File: config.mk
export PLATFORM = sky130hd
export DESIGN_NAME = reg_dump_reader
export DESIGN_NICKNAME = d
export VERILOG_FILES = /design/src/rtl/reg_dump_reader.sv
export SDC_FILE = /design/constraint.sdc
export NUM_CORES = 1
export LEC_CHECK = 0
export CAP_MARGIN = 30
export CORE_AREA = 2 2 94 96
export DETAILED_ROUTE_END_ITERATION = 16
export DIE_AREA = 0 0 96 98
export PLACE_DENSITY = 0.53
export SLEW_MARGIN = 30
export SYNTH_ARGS = -nofsm -noshare
export SYNTH_HDL_FRONTEND = slang
export SYNTH_SLANG_ARGS = --single-unit
File: constraint.sdc
create_clock -name clk_in -period 1.8 [get_ports clk_in]
set_input_delay 0.36 -clock clk_in [delete_from_list [all_inputs] [get_ports clk_in]]
set_output_delay 0.36 -clock clk_in [all_outputs]
set_load 0.05 [all_outputs]
File: src/rtl/reg_dump_reader.sv
// reg_dump_reader: reads a contiguous range of register-file entries through a single read port.
// Each captured 32-bit word is streamed out little-endian as bytes on a valid/ready interface.
// Optional build macro REG_DUMP_HEADER_EN: when defined, each word is preceded by a header byte {3'b000, addr}.
module reg_dump_reader #(
    parameter int unsigned FIRST_REG = 0,
    parameter int unsigned LAST_REG  = 31
) (
    input  logic        clk_in,
    input  logic        reset,
    input  logic        start,
    output logic [4:0]  rd_addr,
    input  logic [31:0] rd_data,
    output logic [7:0]  tx_data,
    output logic        tx_valid,
    input  logic        tx_ready,
    output logic        busy,
    output logic        done
);

    localparam logic [4:0] FIRST_ADDR = 5'(FIRST_REG);
    localparam logic [4:0] LAST_ADDR  = 5'(LAST_REG);

    typedef enum logic [2:0] {
        S_IDLE,
        S_LOAD,
`ifdef REG_DUMP_HEADER_EN
        S_HDR,
`endif
        S_SEND,
        S_DONE
    } state_t;

    state_t      state_q, state_d;
    logic [4:0]  addr_q,  addr_d;
    logic [31:0] shift_q, shift_d;
    logic [1:0]  cnt_q,   cnt_d;

    // State register
    always_ff @(posedge clk_in or posedge reset) begin
        if (reset) begin
            state_q <= S_IDLE;
        end else begin
            state_q <= state_d;
        end
    end

    // Datapath registers: word address, captured word, byte counter
    always_ff @(posedge clk_in or posedge reset) begin
        if (reset) begin
            addr_q  <= FIRST_ADDR;
            shift_q <= '0;
            cnt_q   <= '0;
        end else begin
            addr_q  <= addr_d;
            shift_q <= shift_d;
            cnt_q   <= cnt_d;
        end
    end

    // Next-state and datapath update logic
    always_comb begin
        state_d = state_q;
        addr_d  = addr_q;
        shift_d = shift_q;
        cnt_d   = cnt_q;
        unique case (state_q)
            S_IDLE: begin
                if (start) begin
                    state_d = S_LOAD;
                    addr_d  = FIRST_ADDR;
                end
            end
            S_LOAD: begin
                shift_d = rd_data;
                cnt_d   = '0;
`ifdef REG_DUMP_HEADER_EN
                state_d = S_HDR;
`else
                state_d = S_SEND;
`endif
            end
`ifdef REG_DUMP_HEADER_EN
            S_HDR: begin
                if (tx_ready) begin
                    state_d = S_SEND;
                end
            end
`endif
            S_SEND: begin
                if (tx_ready) begin
                    shift_d = {8'h00, shift_q[31:8]};
                    cnt_d   = 2'(cnt_q + 2'd1);
                    if (cnt_q == 2'd3) begin
                        if (addr_q == LAST_ADDR) begin
                            state_d = S_DONE;
                        end else begin
                            addr_d  = 5'(addr_q + 5'd1);
                            state_d = S_LOAD;
                        end
                    end
                end
            end
            S_DONE: begin
                state_d = S_IDLE;
            end
            default: begin
                state_d = S_IDLE;
            end
        endcase
    end

    // Moore outputs decoded from the registered state
    always_comb begin
        rd_addr  = addr_q;
        tx_data  = '0;
        tx_valid = 1'b0;
        busy     = (state_q != S_IDLE);
        done     = (state_q == S_DONE);
        unique case (state_q)
`ifdef REG_DUMP_HEADER_EN
            S_HDR: begin
                tx_valid = 1'b1;
                tx_data  = {3'b000, addr_q};
            end
`endif
            S_SEND: begin
                tx_valid = 1'b1;
                tx_data  = shift_q[7:0];
            end
            default: begin
                tx_valid = 1'b0;
            end
        endcase
    end

endmodule

After elaboration in Yosys (flattened, before gate mapping) --
Index checks and enable logic that the tools add are counted.
Word-level totals: input port bits 36, logic and storage cells 38, output and inout bits 16, flip-flop bits (word level) 42
Cells by class: reduce and logical (&&, ||, !) cells 7, eq/ne operators 9, add/sub/neg operators 2, mux-type cells 16
Operators with widths (number):
- case mux 32 bit (2 select lines) | 1
- two-way mux 32 bit | 1
- two-way mux 5 bit | 4
- case mux 5 bit (2 select lines) | 1
- two-way mux 3 bit | 3
- case mux 3 bit (3 select lines) | 1
- two-way mux 8 bit | 1
- inequality test 2 bit, second input constant | 4
- == test 3 x 2 -> 1 bit, second input constant | 2
- adder 5 x 1 -> 5 bit, second input constant | 1
- == test 5 bit, second input constant | 1
- AND reduction 5 bit | 1
- two-way mux 2 bit | 2
- case mux 2 bit (2 select lines) | 1
- nonzero test 2 bit | 2
- == test 3 x 1 -> 1 bit, second input constant | 1
- zero test 3 bit | 1
- AND reduction 3 bit | 1
- nonzero test 3 bit | 1
- adder 2 x 1 -> 2 bit, second input constant | 1
- == test 2 bit, second input constant | 1
- AND reduction 2 bit | 1
- two-way mux 1 bit | 1

Depth between registers and ports, before layout --
word-level depth 5, gate-level depth with buffers 6

Least setup slack after synthesis --
Ideal clock, no wire load.
path kind register to register, start reg addr_q[0], in the netlist rd_addr[0], end reg addr_q[3], in the netlist rd_addr[3], clock period less this slack 2.068 ns, buffers on the path 0, required time 1.730 ns, setup slack -0.268 ns, stages on the path, launching flop included 7, data arrival time 1.998 ns, setup time 0.070 ns, cells stage by stage dfrtp_1 > ha_1 > and3_1 > ha_1 > nand3b_1 > or4_1 > nand3_1
On the way: word-level cells in the longest chain between the ends 5, elaborated cells on any way between the ends 8, those cells by class add/sub: 1; eq/ne: 2; mux: 4; reduce/logical: 1
RTL lines:
- start, declared | line 34 | logic [4:0] addr_q, addr_d;
- start signal, assigned | line 54 | addr_q <= addr_d;
- adder 5 x 1 -> 5 bit | line 97 | addr_d = 5'(addr_q + 5'd1);
- two-way mux 5 bit | line 94 | if (addr_q == LAST_ADDR) begin
- two-way mux 5 bit | line 93 | if (cnt_q == 2'd3) begin
- two-way mux 5 bit | line 90 | if (tx_ready) begin
- case mux 5 bit (2 select lines) | line 66 | unique case (state_q)
Parallel ways exist; a longest one is shown, timed or not. The select of a mux whose other input is x is not followed. A chain may end at the register's enable or synchronous reset.

Worst setup path after layout --
start reg state_q[1], end out busy
On the way: word-level cells in the longest chain between the ends 1
RTL lines:
- start, declared | line 33 | state_t state_q, state_d;
- start signal, assigned | line 43 | state_q <= state_d;
- nonzero test 3 bit | line 117 | busy = (state_q != S_IDLE);
- end, declared | line 16 | output logic busy,
Every way passes these cells.

==> impl_metrics.csv <==
group,metric,value,unit
outcome,status,"completed",
timing,worst_pin_slew,0.3938,ns
pwr,p_switching,1.834,mW
place,place.gp.congestion,0.8293,
logic_synthesis,synth.top_cell.area_share,0.4826,
clocking,clk_latency,0.29,ns
pwr,powerDensity,1659,nW/µm²
logic_synthesis,ys_types,30,
place,place_ws,-0.02507,ns
drt,firstDrtPassIters,4,
logic_synthesis,synth_most_common_cell,"mux2_2",
logic_synthesis,syn_area,2126,µm²
job,drv_cap,0,
clocking,path_clk_slew,0.08,ns
drt,wl,4904,µm
timing,rsz0062_at_grt,"false",
floorplan,num_rows,34,
finish,n_antenna_cell,0,
logic_synthesis,synthTopCellsByCount,"48 x mux2_2, 41 x dfrtp_1, 11 x a21oi_1",
drt,viasPerCell,4.497,
floorplan,die_y,98,µm
timing,maxSlewHeadroom,0.7369,
finish,final_cells,348,
timing,fmax,576.4,MHz
place,dp.cells,340,
logic_synthesis,ys_ff_latch,41,
worst_setup_path,end_kind,"primary output",
worst_setup_path,crit_path_start_kind,"flop",
finish,nNetsFinal,278,
drt,ant_nets,0,
timing,maxSlewViolCount,0,
logic_synthesis,synth_top_cell_by_area,"dfrtp_1",
pwr,switching_share,0.3614,
timing,fin_ws,0.06510,ns
finish,drive_gt1_frac,0.3958,
clocking,cts_root_buffer,"clkbuf_8",
drt,drc,0,
place,io_buffers,51,
clocking,cts_tree,"built",
floorplan,dieWidth,96,µm
timing,layout_min_cycle_time,1.735,ns
worst_setup_path,crit_type,"flop to primary output",
floorplan,num_io_pins,52,
logic_synthesis,synthesis.nets,220,
clocking,cts_buffers,5,
floorplan,core,8466,µm²
pwr,p_leak,1.277,nW
timing,finalHoldViolations,0,
finish,area_growth,43.91,%
logic_synthesis,syn_avg_cell_area,11.74,µm²
floorplan,die-area,9408,µm²
worst_setup_path,worstPathRequired,1.44,ns
pwr,clkPwrFrac,0.151,
grt,grt_overflow,0,
place,hpwlAfterDp,3550,µm
clocking,htree_levels,2,
worst_setup_path,crit_path_max_fanout,15,
drt,wl_per_cell,14.09,µm
logic_synthesis,synth_seq_area_share,0.4826,
pwr,p_int,3.241,mW
logic_synthesis,yosys_warnings,0,
pwr,power_frac_seq,0.307,
pwr,total_power,5.075,mW
logic_synthesis,async_flop_share,1.000,
drt,vias,1565,
pwr,p_comb_frac,0.542,
grt,grt_util_all_layers,0.1100,
timing,final-setup-viol-count,0,
finish,fin_util,0.3614,
timing,skew,0.002172,ns
clocking,clockBufferDepth,2,
drt,dr.first_iter.drc_count,43,
worst_setup_path,arrival,1.37,ns
worst_hold_path,hold_path_class,"input pin to async pin",
grt,grt_pass1_vias,1669,
floorplan,start_util,0.2511,
logic_synthesis,synth_edf_count,0,
grt,grt_max_degree,42,
logic_synthesis,synthCells,181,
pwr,ir_drop,538.9,µV
logic_synthesis,synth.area.top_cells,"dfrtp_1 48%, mux2_2 25%, and2_1 2.6%",
clocking,clock_sinks,41,
grt,grt_first_pass_wirelength,7997,µm
timing,fin_crit_sh,0.9638,
logic_synthesis,synthFlopType,"dfrtp_1",
grt,antenna_found_initial,0,
==> sequential cells by signal, summed over array words and instances, names as in the netlist <==
name / count
cnt_q: 2
rd_addr: 5
shift_q: 32
state_q: 2
==> metrics by stage <==
step / instance area (µm²) / hold WS [ns] / setup TNS [ns]
6_report: 3059 / 0.4165 / 0
5_1_grt: 3059 / 0.4337 / 0
4_1_cts: 3052 / 0.4203 / 0
3_5_place_dp: 2929 / 0.4923 / -0.4539
3_3_place_gp: 2929 / 0.4843 / -0.1803
2_1_floorplan: 2148 / 0.4720 / -0.1150
==> cells by family after synthesis <==
family / synth area share
AO/OA/AOI/OAI: 0.08005
adder cells (fa/ha/maj): 0.01766
flip-flops: 0.4826
AND/OR/NAND/NOR: 0.1236
multiplexers: 0.2543
buffers and inverters: 0.04179
==> routing by layer <==
layer,wire length [µm],share of wire,vias up,global-route usage
li1,-,-,766,-
met1,2254,0.46,761,0.1472
met2,2336,0.48,34,0.1704
met3,249,0.051,4,0.02855
met4,63,0.013,0,0.03956
met5,0,0,-,0
==> worst max-delay path, cell delays in order (launching register included) <==
cell	delay, ns
dfrtp_2	0.45
buf_6	0.16
or2_2	0.32
buf_12	0.15
==> power groups by stage <==
stage / Sequential [mW] / Clock (mW) / Combinational, mW
2_1_floorplan: 1.55 / 0 / 1.87
3_3_place_gp: 1.57 / 0 / 2.73
3_5_place_dp: 1.58 / 0 / 2.78
4_1_cts: 1.56 / 0.802 / 2.79
5_1_grt: 1.61 / 0.825 / 2.96
6_report: 1.56 / 0.767 / 2.75
==> what timing repair did <==
| item | in CTS | in global routing |
|---|---|---|
| hold buffers | 0 | 0 |
| setup endpoints to repair | 8 | 7 |
| buffers inserted | 0 | 0 |
| gates resized for setup | 1 | 3 |
| pin swaps | 0 | 1 |
==> layout make-up <==
class | instances | area, µm²
timing repair buffer | 63 | 726.9
fill | 854 | 5406
clock inverter | 2 | 37.54
clock buffer | 6 | 82.58
tap | 108 | 135.1
sequential | 41 | 1030
multi-input combinational | 125 | 1031
inverter | 3 | 16.27
==> layout by cell type (no fill, tap or decap) <==
cell type / instances
inv_6: 1
buf_6: 1
bufinv_16: 1
a2bb2oi_1: 1
clkbuf_8: 6
o21ai_2: 1
o21bai_1: 1
and3_4: 1
buf_12: 13
ha_2: 1
and3_1: 1
clkdlybuf4s50_1: 35
clkinvlp_4: 1
inv_1: 1
o311ai_0: 1
or4_1: 1
nand3b_1: 1
inv_2: 1
and2_1: 9
buf_4: 14
dfrtp_2: 3
o22ai_1: 8
mux2_2: 48
ha_1: 1
a21oi_1: 11
and3b_1: 2
o21ai_0: 3
or2_2: 1
nand2b_4: 1
nand4b_1: 3
nand2b_1: 2
nor2_1: 8
nand3_1: 10
dfrtp_1: 38
o41ai_1: 1
o211ai_1: 1
nand2_1: 6
ha_4: 1
==> final timing paths <==
kind	slack [ns]	from	cells after the start	end
setup / recovery	0.07	state_q[1]	3	busy
max in group asynchronous	1.17	reset	3	state_q[1]
min in group clk_in	0.50	shift_q[0]	1	shift_q[0]
setup reg to reg	0.18	rd_addr[0]	6	rd_addr[3]
hold reg to reg	0.50	shift_q[0]	1	shift_q[0]
hold / removal	0.42	reset	3	shift_q[2]
(Power assumes the default switching activity.)
